==> src/rtl/simon_engine.sv <==
// ---------------------------------------------------------------------------
// simon_engine
//
// Parametrised Simon game core. It plays back a growing random sequence on
// the channel LEDs and then checks the player's presses one at a time as they
// arrive. A wrong or ambiguous press ends the game. Completing MAX_LEN rounds
// wins the game.
//
// Parameters
//   NUM_CH        number of button/LED channels (2..8)
//   MAX_LEN       sequence length that wins the game (1..255)
//   TICK_DIV      clk cycles per timing tick (>=2)
//   ON_TICKS      ticks each playback step is lit (>=1)
//   OFF_TICKS     dark ticks after each step and between rounds (>=1)
//   TIMEOUT_TICKS input timeout in ticks, used only with SIMON_TIMEOUT_EN
//
// Optional feature macro
//   SIMON_TIMEOUT_EN  when defined, WAIT_IN gives up after TIMEOUT_TICKS
//                     ticks without a correct press and goes to LOSE.
//                     When undefined, WAIT_IN waits indefinitely.
//
// Ports
//   clk        in   system clock
//   reset      in   asynchronous active-low reset
//   btn        in   debounced button levels, 1 = pressed
//   start      in   debounced start button level
//   led        out  channel LEDs, at most one bit set (all set in WIN)
//   score      out  rounds completed in the current or last game
//   phase      out  state code: 0 IDLE, 1 ADD, 2 SHOW_ON, 3 SHOW_OFF,
//                   4 WAIT_IN, 5 GAP, 6 LOSE, 7 WIN
//   game_over  out  high while in LOSE
//   win        out  high while in WIN
// ---------------------------------------------------------------------------
module simon_engine #(
    parameter int NUM_CH        = 4,
    parameter int MAX_LEN       = 32,
    parameter int TICK_DIV      = 50_000_000,
    parameter int ON_TICKS      = 1,
    parameter int OFF_TICKS     = 1,
    parameter int TIMEOUT_TICKS = 5
) (
    input  logic              clk,
    input  logic              reset,
    input  logic [NUM_CH-1:0] btn,
    input  logic              start,
    output logic [NUM_CH-1:0] led,
    output logic [7:0]        score,
    output logic [2:0]        phase,
    output logic              game_over,
    output logic              win
);

    localparam int CH_W      = (NUM_CH > 1) ? $clog2(NUM_CH) : 1;
    localparam int AW        = (MAX_LEN > 1) ? $clog2(MAX_LEN) : 1;
    localparam int PW        = $clog2(TICK_DIV);
    localparam int DUR_MAX_A = (ON_TICKS > OFF_TICKS) ? ON_TICKS : OFF_TICKS;
    localparam int DUR_MAX   = (DUR_MAX_A > TIMEOUT_TICKS) ? DUR_MAX_A : TIMEOUT_TICKS;
    localparam int DW        = $clog2(DUR_MAX + 1);

    typedef enum logic [2:0] {
        S_IDLE     = 3'd0,
        S_ADD      = 3'd1,
        S_SHOW_ON  = 3'd2,
        S_SHOW_OFF = 3'd3,
        S_WAIT_IN  = 3'd4,
        S_GAP      = 3'd5,
        S_LOSE     = 3'd6,
        S_WIN      = 3'd7
    } state_t;

    state_t            state_reg, state_next;
    logic [7:0]        score_reg, score_next;
    logic [7:0]        len_reg,   len_next;
    logic [7:0]        idx_reg,   idx_next;
    logic [DW-1:0]     dur_reg,   dur_next;
    logic [PW-1:0]     presc_reg;
    logic [15:0]       lfsr_reg;
    logic [NUM_CH-1:0] btn_q_reg;
    logic              start_q_reg;

    logic              tick;
    logic              lfsr_fb;
    logic [NUM_CH-1:0] press;
    logic              start_edge;
    logic              press_onehot;
    logic              btn_onehot;
    logic [NUM_CH-1:0] exp_onehot;

    // Sequence memory: written once per round in ADD, read at the index the
    // FSM will hold next cycle so the entry is ready when the state needs it.
    logic [CH_W-1:0]   seq_mem [MAX_LEN];
    logic [CH_W-1:0]   rd_data_reg;
    logic              wr_en;
    logic [AW-1:0]     wr_addr;
    logic [CH_W-1:0]   wr_data;
    logic [AW-1:0]     rd_addr;

    assign tick         = (presc_reg == PW'(TICK_DIV - 1));
    // Fibonacci taps 16/14/13/11 for a right-shifting register.
    assign lfsr_fb      = lfsr_reg[0] ^ lfsr_reg[2] ^ lfsr_reg[3] ^ lfsr_reg[5];
    assign press        = btn & ~btn_q_reg;
    assign start_edge   = start & ~start_q_reg;
    assign press_onehot = (press != '0) && ((press & (press - NUM_CH'(1))) == '0);
    assign btn_onehot   = (btn != '0) && ((btn & (btn - NUM_CH'(1))) == '0);
    assign exp_onehot   = NUM_CH'(1) << rd_data_reg;

    assign wr_en   = (state_reg == S_ADD);
    assign wr_addr = score_reg[AW-1:0];
    assign wr_data = CH_W'(lfsr_reg % 16'(NUM_CH));
    assign rd_addr = idx_next[AW-1:0];

    // Write-first bypass covers round 1, where entry 0 is written in ADD in
    // the same cycle SHOW_ON needs it.
    always_ff @(posedge clk) begin
        if (wr_en) begin
            seq_mem[wr_addr] <= wr_data;
        end
        if (wr_en && (wr_addr == rd_addr)) begin
            rd_data_reg <= wr_data;
        end else begin
            rd_data_reg <= seq_mem[rd_addr];
        end
    end

    always_ff @(posedge clk or negedge reset) begin
        if (!reset) begin
            state_reg   <= S_IDLE;
            score_reg   <= 8'd0;
            len_reg     <= 8'd0;
            idx_reg     <= 8'd0;
            dur_reg     <= '0;
            presc_reg   <= '0;
            lfsr_reg    <= 16'hACE1;
            btn_q_reg   <= '0;
            start_q_reg <= 1'b0;
        end else begin
            state_reg   <= state_next;
            score_reg   <= score_next;
            len_reg     <= len_next;
            idx_reg     <= idx_next;
            dur_reg     <= dur_next;
            presc_reg   <= tick ? '0 : presc_reg + 1'b1;
            lfsr_reg    <= {lfsr_fb, lfsr_reg[15:1]};
            btn_q_reg   <= btn;
            start_q_reg <= start;
        end
    end

    always_comb begin
        state_next = state_reg;
        score_next = score_reg;
        len_next   = len_reg;
        idx_next   = idx_reg;
        dur_next   = dur_reg;

        case (state_reg)
            S_IDLE, S_LOSE, S_WIN: begin
                if (start_edge) begin
                    score_next = 8'd0;
                    state_next = S_ADD;
                end
            end
            S_ADD: begin
                len_next   = score_reg + 8'd1;
                idx_next   = 8'd0;
                dur_next   = '0;
                state_next = S_SHOW_ON;
            end
            S_SHOW_ON: begin
                if (tick) begin
                    if (dur_reg == DW'(ON_TICKS - 1)) begin
                        dur_next   = '0;
                        state_next = S_SHOW_OFF;
                    end else begin
                        dur_next = dur_reg + 1'b1;
                    end
                end
            end
            S_SHOW_OFF: begin
                if (tick) begin
                    if (dur_reg == DW'(OFF_TICKS - 1)) begin
                        dur_next = '0;
                        if ((idx_reg + 8'd1) < len_reg) begin
                            idx_next   = idx_reg + 8'd1;
                            state_next = S_SHOW_ON;
                        end else begin
                            idx_next   = 8'd0;
                            state_next = S_WAIT_IN;
                        end
                    end else begin
                        dur_next = dur_reg + 1'b1;
                    end
                end
            end
            S_WAIT_IN: begin
`ifdef SIMON_TIMEOUT_EN
                // Timeout count; a press in the same cycle overrides it below.
                if (tick) begin
                    dur_next = dur_reg + 1'b1;
                    if ((dur_reg + 1'b1) == DW'(TIMEOUT_TICKS)) begin
                        state_next = S_LOSE;
                    end
                end
`else
                // No timeout: the player may take as long as they like.
`endif
                if (press != '0) begin
                    if (press_onehot && (press == exp_onehot)) begin
                        dur_next   = '0;
                        state_next = S_WAIT_IN;
                        if (idx_reg == (len_reg - 8'd1)) begin
                            score_next = score_reg + 8'd1;
                            if ((score_reg + 8'd1) == 8'(MAX_LEN)) begin
                                state_next = S_WIN;
                            end else begin
                                state_next = S_GAP;
                            end
                        end else begin
                            idx_next = idx_reg + 8'd1;
                        end
                    end else begin
                        state_next = S_LOSE;
                    end
                end
            end
            S_GAP: begin
                if (tick) begin
                    if (dur_reg == DW'(OFF_TICKS - 1)) begin
                        dur_next   = '0;
                        state_next = S_ADD;
                    end else begin
                        dur_next = dur_reg + 1'b1;
                    end
                end
            end
            default: begin
                state_next = S_IDLE;
            end
        endcase
    end

    always_comb begin
        led = '0;
        case (state_reg)
            S_SHOW_ON: led = exp_onehot;
            S_WAIT_IN: led = btn_onehot ? btn : '0;
            S_WIN:     led = '1;
            default:   led = '0;
        endcase
    end

    assign score     = score_reg;
    assign phase     = state_reg;
    assign game_over = (state_reg == S_LOSE);
    assign win       = (state_reg == S_WIN);

endmodule

==> config.mk <==
export PLATFORM = sky130hd
export DESIGN_NAME = simon_engine
export DESIGN_NICKNAME = d
export VERILOG_FILES = /design/src/rtl/simon_engine.sv
export SDC_FILE = /design/constraint.sdc
export NUM_CORES = 1
export LEC_CHECK = 0
export CAP_MARGIN = 40
export CORE_UTILIZATION = 60
export CTS_CLUSTER_DIAMETER = 80
export DETAILED_ROUTE_END_ITERATION = 6
export PLACE_DENSITY = 0.78
export SLEW_MARGIN = 5
export SYNTH_ARGS = -nofsm -noshare
export SYNTH_HDL_FRONTEND = slang
export SYNTH_SLANG_ARGS = --single-unit
==> constraint.sdc <==
create_clock -name clk -period 7.7 [get_ports clk]
set_input_delay 1.925 -clock clk [delete_from_list [all_inputs] [get_ports clk]]
set_output_delay 1.925 -clock clk [all_outputs]
set_load 0.01 [all_outputs]
### After elaboration in Yosys (flattened, before gate mapping)

Memory sizes are Yosys's and may differ from the RTL's. A register that Yosys moved wholly into a read port is not among the register bits.
Index checks and enable logic that the tools add are counted.

| word-level totals | value |
|---|---|
| input port bits | 7 |
| memories | 1 |
| memory bits (writable) | 64 |
| flip-flop bits (word level) | 77 |
| logic and storage cells | 105 |

Memory list:

| memory | depth | bits a word | rd ports | clocked after Yosys merged registers in | wr ports | RTL line | text |
|---|---|---|---|---|---|---|---|
| seq_mem | 32 | 2 | 1 | 1 | 1 | 91 | `logic [CH_W-1:0] seq_mem [MAX_LEN];` |

| cells by class | value |
|---|---|
| equality and inequality tests | 23 |
| reductions and logical operators | 18 |
| order comparisons | 1 |
| bitwise logic cells | 9 |
| add/sub/neg operators | 7 |
| shift-type cells | 1 |
| mux-type cells | 35 |

Operators by type and width:

| kind | number |
|---|---|
| $mux 8 | 10 |
| $mux 3 | 14 |
| $add 26x1->26 const B | 1 |
| $eq 26x26->1 const B | 1 |
| $mux 26 | 1 |
| $pmux 8 s3 | 1 |
| $ne 2x2->1 const B | 11 |
| $pmux 3 s6 | 1 |
| $add 8x1->8 const B | 2 |
| $pmux 8 s2 | 1 |
| $and 4x4->4 | 3 |
| $eq 3x3->1 const B | 4 |
| $pmux 4 s3 | 1 |
| $pmux 3 s3 | 1 |
| $eq 8x6->1 const B | 1 |
| $eq 8x8->1 | 1 |
| $logic_not 4->1 | 2 |
| $lt 8x8->1 | 1 |
| $reduce_and 8->1 | 1 |
| $reduce_bool 4->1 | 2 |
| $sub 4x1->4 const B | 2 |
| $sub 8x1->8 const B | 1 |
| $eq 3x2->1 const B | 2 |
| $logic_not 3->1 | 2 |
| other kinds (19) | 27 |

### Logic depth before layout (Yosys ltp)

| logic depth | value |
|---|---|
| depth in word-level cells | 10 |
| mapped depth | 13 |

### Worst setup path before layout

No wires, ideal clock.

| path | value |
|---|---|
| path kind | input port to output port |
| from | input port btn[0] |
| to | output port led[3] |
| data arrival time | 2,807 ps |
| cell stages on the path | 6 |
| buffers on the path | 0 |
| setup slack | 2,968 ps |
| data required time | 5,775 ps |
| path through | xor2_1 > o21ai_0 > nor2_1 > a21oi_1 > nor2_1 > a221o_1 |

| between the ends | value |
|---|---|
| longest elaborated chain between the ends | 6 |

RTL lines:

| what | RTL line | text |
|---|---|---|
| from (decl) | 44 | `input logic [NUM_CH-1:0] btn,` |
| $sub 4x1->4 | 104 | `assign btn_onehot = (btn != '0) && ((btn & (btn - NUM_CH'(1))) == '0);` |
| $and 4x4->4 | 104 |  |
| $logic_not 4->1 | 104 |  |
| $logic_and 1x1->1 * | 104 |  |
| $mux 4 * | 246 | `S_WAIT_IN: led = btn_onehot ? btn : '0;` |
| $pmux 4 s3 * | 244 | `case (state_reg)` |
| to (decl) | 46 | `output logic [NUM_CH-1:0] led,` |

Mark *: on every way between the ends. The rest lies on a longest branch, timed or not.

### Final worst setup path

Ends and elaborated chain as after synthesis.

==> flow_summary.json <==
{
  "fin_crit_ps": 5850,
  "cpPeakStageDelay_ps": 520,
  "ys_warn_count": 0,
  "r2r_end": "score[3]",
  "fmax_ghz": 0.171,
  "p_seq_share_pct": 45.9,
  "whs_endpoint": "lfsr_reg[3]",
  "skew_ps": 8.15,
  "cellLeakagePower_uw": 0.00320,
  "violations": "design-rule violations",
  "hold_start": "lfsr_reg[4]",
  "final.setup.tns_ps": 0,
  "num_antenna_cells": 0,
  "drive_above_1_share_pct": 8.81,
  "crit_type": "primary input to primary output",
  "slowest_stage": "clkdlybuf4s50_1",
  "final_nets": 693,
  "hp-class": "register to register",
  "clock-sinks": 146,
  "grt_pass1_wl_mm": 25.3,
  "firstDrtPassIters": 7,
  "tritoncts": "yes",
  "numCtsBuffers": 17,
  "power.density_nw_per_um2": 231,
  "combinationalPowerShare_pct": 10.8,
  "fin_crit_sh_pct": 76.0,
  "slew_headroom_pct": 41.7,
  "hold_path_depth": 0,
  "boundaryPins": 24,
  "finalNonFillerCells": 824,
  "drt-initial-drc-count": 508,
  "clk-insertion-delay-late_ps": 410,
  "crit_path_cell_trace": "clkdlybuf4s50_1 > xor2_1 > o21ai_0 > nor2_1 > a21oi_1 > nor2_1 > a221o_1 > clkdlybuf4s50_1",
  "crit_family": "buffers and inverters",
  "clk_path_buf_depth": 2,
  "regArea_um2": 3960,
  "route.detailed.drc": 4,
  "largest_reg_flops": 64,
  "wl_per_cell_um": 18.2,
  "htree_levels": 4,
  "critPathCaptureType": "primary output",
  "grt_usage_pct": 26.6,
  "vias_per_cell": 6.09,
  "grt_start_max_net_pins": 60,
  "p_int_uw": 1430,
  "dieHeight_um": 111,
  "synth-seq-cells": 146,
  "antenna_found_initial": 0,
  "dp_hpwl_mm": 10.0,
  "coreArea_um2": 11500,
  "dieArea_um2": 12300,
  "place.port_buffers": 23,
  "clockRootBuffer": "clkbuf_16",
  "cp_data_required_time_ps": 5780,
  "rsz0062_at_grt": "no",
  "synthArstFlopShare_pct": 52.7,
  "chipWidth_um": 111,
  "postCtsResizedCells": 0,
  "ys_seq_area_share_pct": 55.5,
  "p_switching_uw": 449,
  "synth_edf_count": 64,
  "nFillCells": 800,
  "avgSynthCellArea_um2": 11.1,
  "place.gp.congestion": 0.896,
  "ys_types": 61,
  "vias": 5018,
  "area.growth.synth_to_final_pct": 13.6,
  "finalHoldViolCount": 0,
  "finalWirelength_mm": 15.0,
  "drv_slew": 0,
  "gr-total-overflow": 0,
  "ant_nets": 0,
  "synthesis.nets": 670,
  "start_util_pct": 62.0,
  "path_buf_inv": 2,
  "grt_pass1_vias": 5033,
  "tightest_slew_ps": 868,
  "r2r_cells": 10,
  "ys.flop_type": "dfrtp_1",
  "clk_pin_slew_ps": 60,
  "status": "complete, but fails checks",
  "setup_viol": 0,
  "syn_inst": 645,
  "irDropWorstVdd_mv": 0.174,
  "synth_area_um2": 7130,
  "start_kind": "primary input",
  "post_cts_buffers": 0,
  "fp-row-count": 39,
  "power.share.clock_pct": 43.3,
  "r2r_setup_slack_ps": 4130,
  "multiInputGateArea_um2": 3010,
  "drv_cap": 0,
  "arrival_ps": 3920,
  "switching_share_pct": 23.9,
  "cts_hold_buf": 0,
  "dp.cells": 792,
  "cp_max_fo": 6
}
==> worst max-delay path by stage <==
| stage | endpoint | start | cells after the start | slack [ps] |
|---|---|---|---|---|
| floorplan | led[3] | btn[0] | 6 | 2970 |
| global placement | led[3] | btn[0] | 8 | 1930 |
| detailed placement | led[3] | btn[0] | 8 | 1850 |
| CTS | led[3] | btn[0] | 8 | 1840 |
| global route | led[3] | btn[0] | 8 | 1740 |
| finish | led[3] | btn[0] | 8 | 1850 |
==> cell usage after synthesis (all sizes together), types with 3 or more instances <==
cell type  instances  share of area, %
o21ai             22               1.6
o211ai             3              0.32
a31oi              3              0.26
a22o               7              0.86
o2111ai            3              0.37
and3              10              0.88
edfxtp            64                27
dfrtp             69                24
o22ai              3              0.26
a21oi             18               1.3
nor3               9              0.70
dfstp              8               2.9
o31ai              9              0.95
ha                18               3.2
o21a               4              0.42
and4               3              0.37
nand2             55               2.9
nor2              86               4.5
nand3b             7              0.74
a211oi             3              0.39
mux2               4              0.63
nand2b             9              0.79
buf                5              0.47
dfxtp              5               1.4
nand4             11               1.2
nand4b             3              0.37
a22oi             13               1.4
mux2i             27               3.8
nor2b             13               1.1
nand3             26               1.8
clkbuf            19               1.0
nor4               6              0.53
inv               17              0.89
o211a              3              0.42
and2               5              0.44
xor2              27               3.3
or3b               3              0.37
a221o              6              0.84
xnor2             20               2.5
==> layout make-up <==
| class | count | area share (%) |
|---|---|---|
| well taps | 143 | 2.21 |
| clock buffers | 23 | 5.91 |
| inverters | 17 | 0.787 |
| flip-flops and latches | 146 | 48.8 |
| repair buffers | 28 | 3.77 |
| clock inverters | 9 | 1.30 |
| multi-input cells | 458 | 37.2 |
==> logic make-up after synthesis <==
logic type / share of synthesized area, %
and+or+nand+nor: 17.6
muxes: 5.05
AOI/OAI and AO/OA: 10.6
adders and majority gates: 3.16
xor gates and xnor gates: 5.77
DFF: 55.5
buffers and inverters: 2.37
==> through the flow <==
step	instance area (um^2)	utilization, %	total power (uW)	setup WS, ps	hold WS (ps)
floorplan	7130	-	1020	2970	331
global placement	7460	64.8	1060	1930	337
detailed placement	7520	65.3	1070	1850	340
CTS	8100	70.4	1880	1840	353
global route	8100	70.4	1950	1740	361
finish	8100	70.4	1870	1850	348
==> layer usage <==
| metal | wire (um) | up-vias | part of all wire [%] | global-route usage (%) |
|---|---|---|---|---|
| met5 | 0 | - | 0 | 0 |
| met4 | 191 | 0 | 1.3 | 7.93 |
| met3 | 859 | 20 | 5.7 | 5.14 |
| met2 | 7060 | 169 | 47 | 41.5 |
| met1 | 6850 | 2451 | 46 | 38.1 |
| li1 | - | 2378 | - | - |
==> power by group through the flow <==
stage	clock [uW]	combinational, uW	sequential [uW]
global placement	0	189	873
detailed placement	0	199	874
CTS	822	202	860
floorplan	0	152	864
global route	856	228	863
finish	812	203	860
==> placed cells by master, fill, tap and decap left out, types with 17 or more instances in the layout <==
| cell | instances |
|---|---|
| xnor2_1 | 20 |
| dfrtp_1 | 69 |
| xor2_1 | 27 |
| nor2_1 | 86 |
| edfxtp_1 | 64 |
| ha_1 | 18 |
| clkbuf_16 | 18 |
| o21ai_0 | 19 |
| clkdlybuf4s50_1 | 22 |
| inv_1 | 17 |
| nand3_1 | 26 |
| a21oi_1 | 17 |
| nand2_1 | 55 |
| mux2i_1 | 27 |
Note: power is estimated with default switching activity, not from simulation.
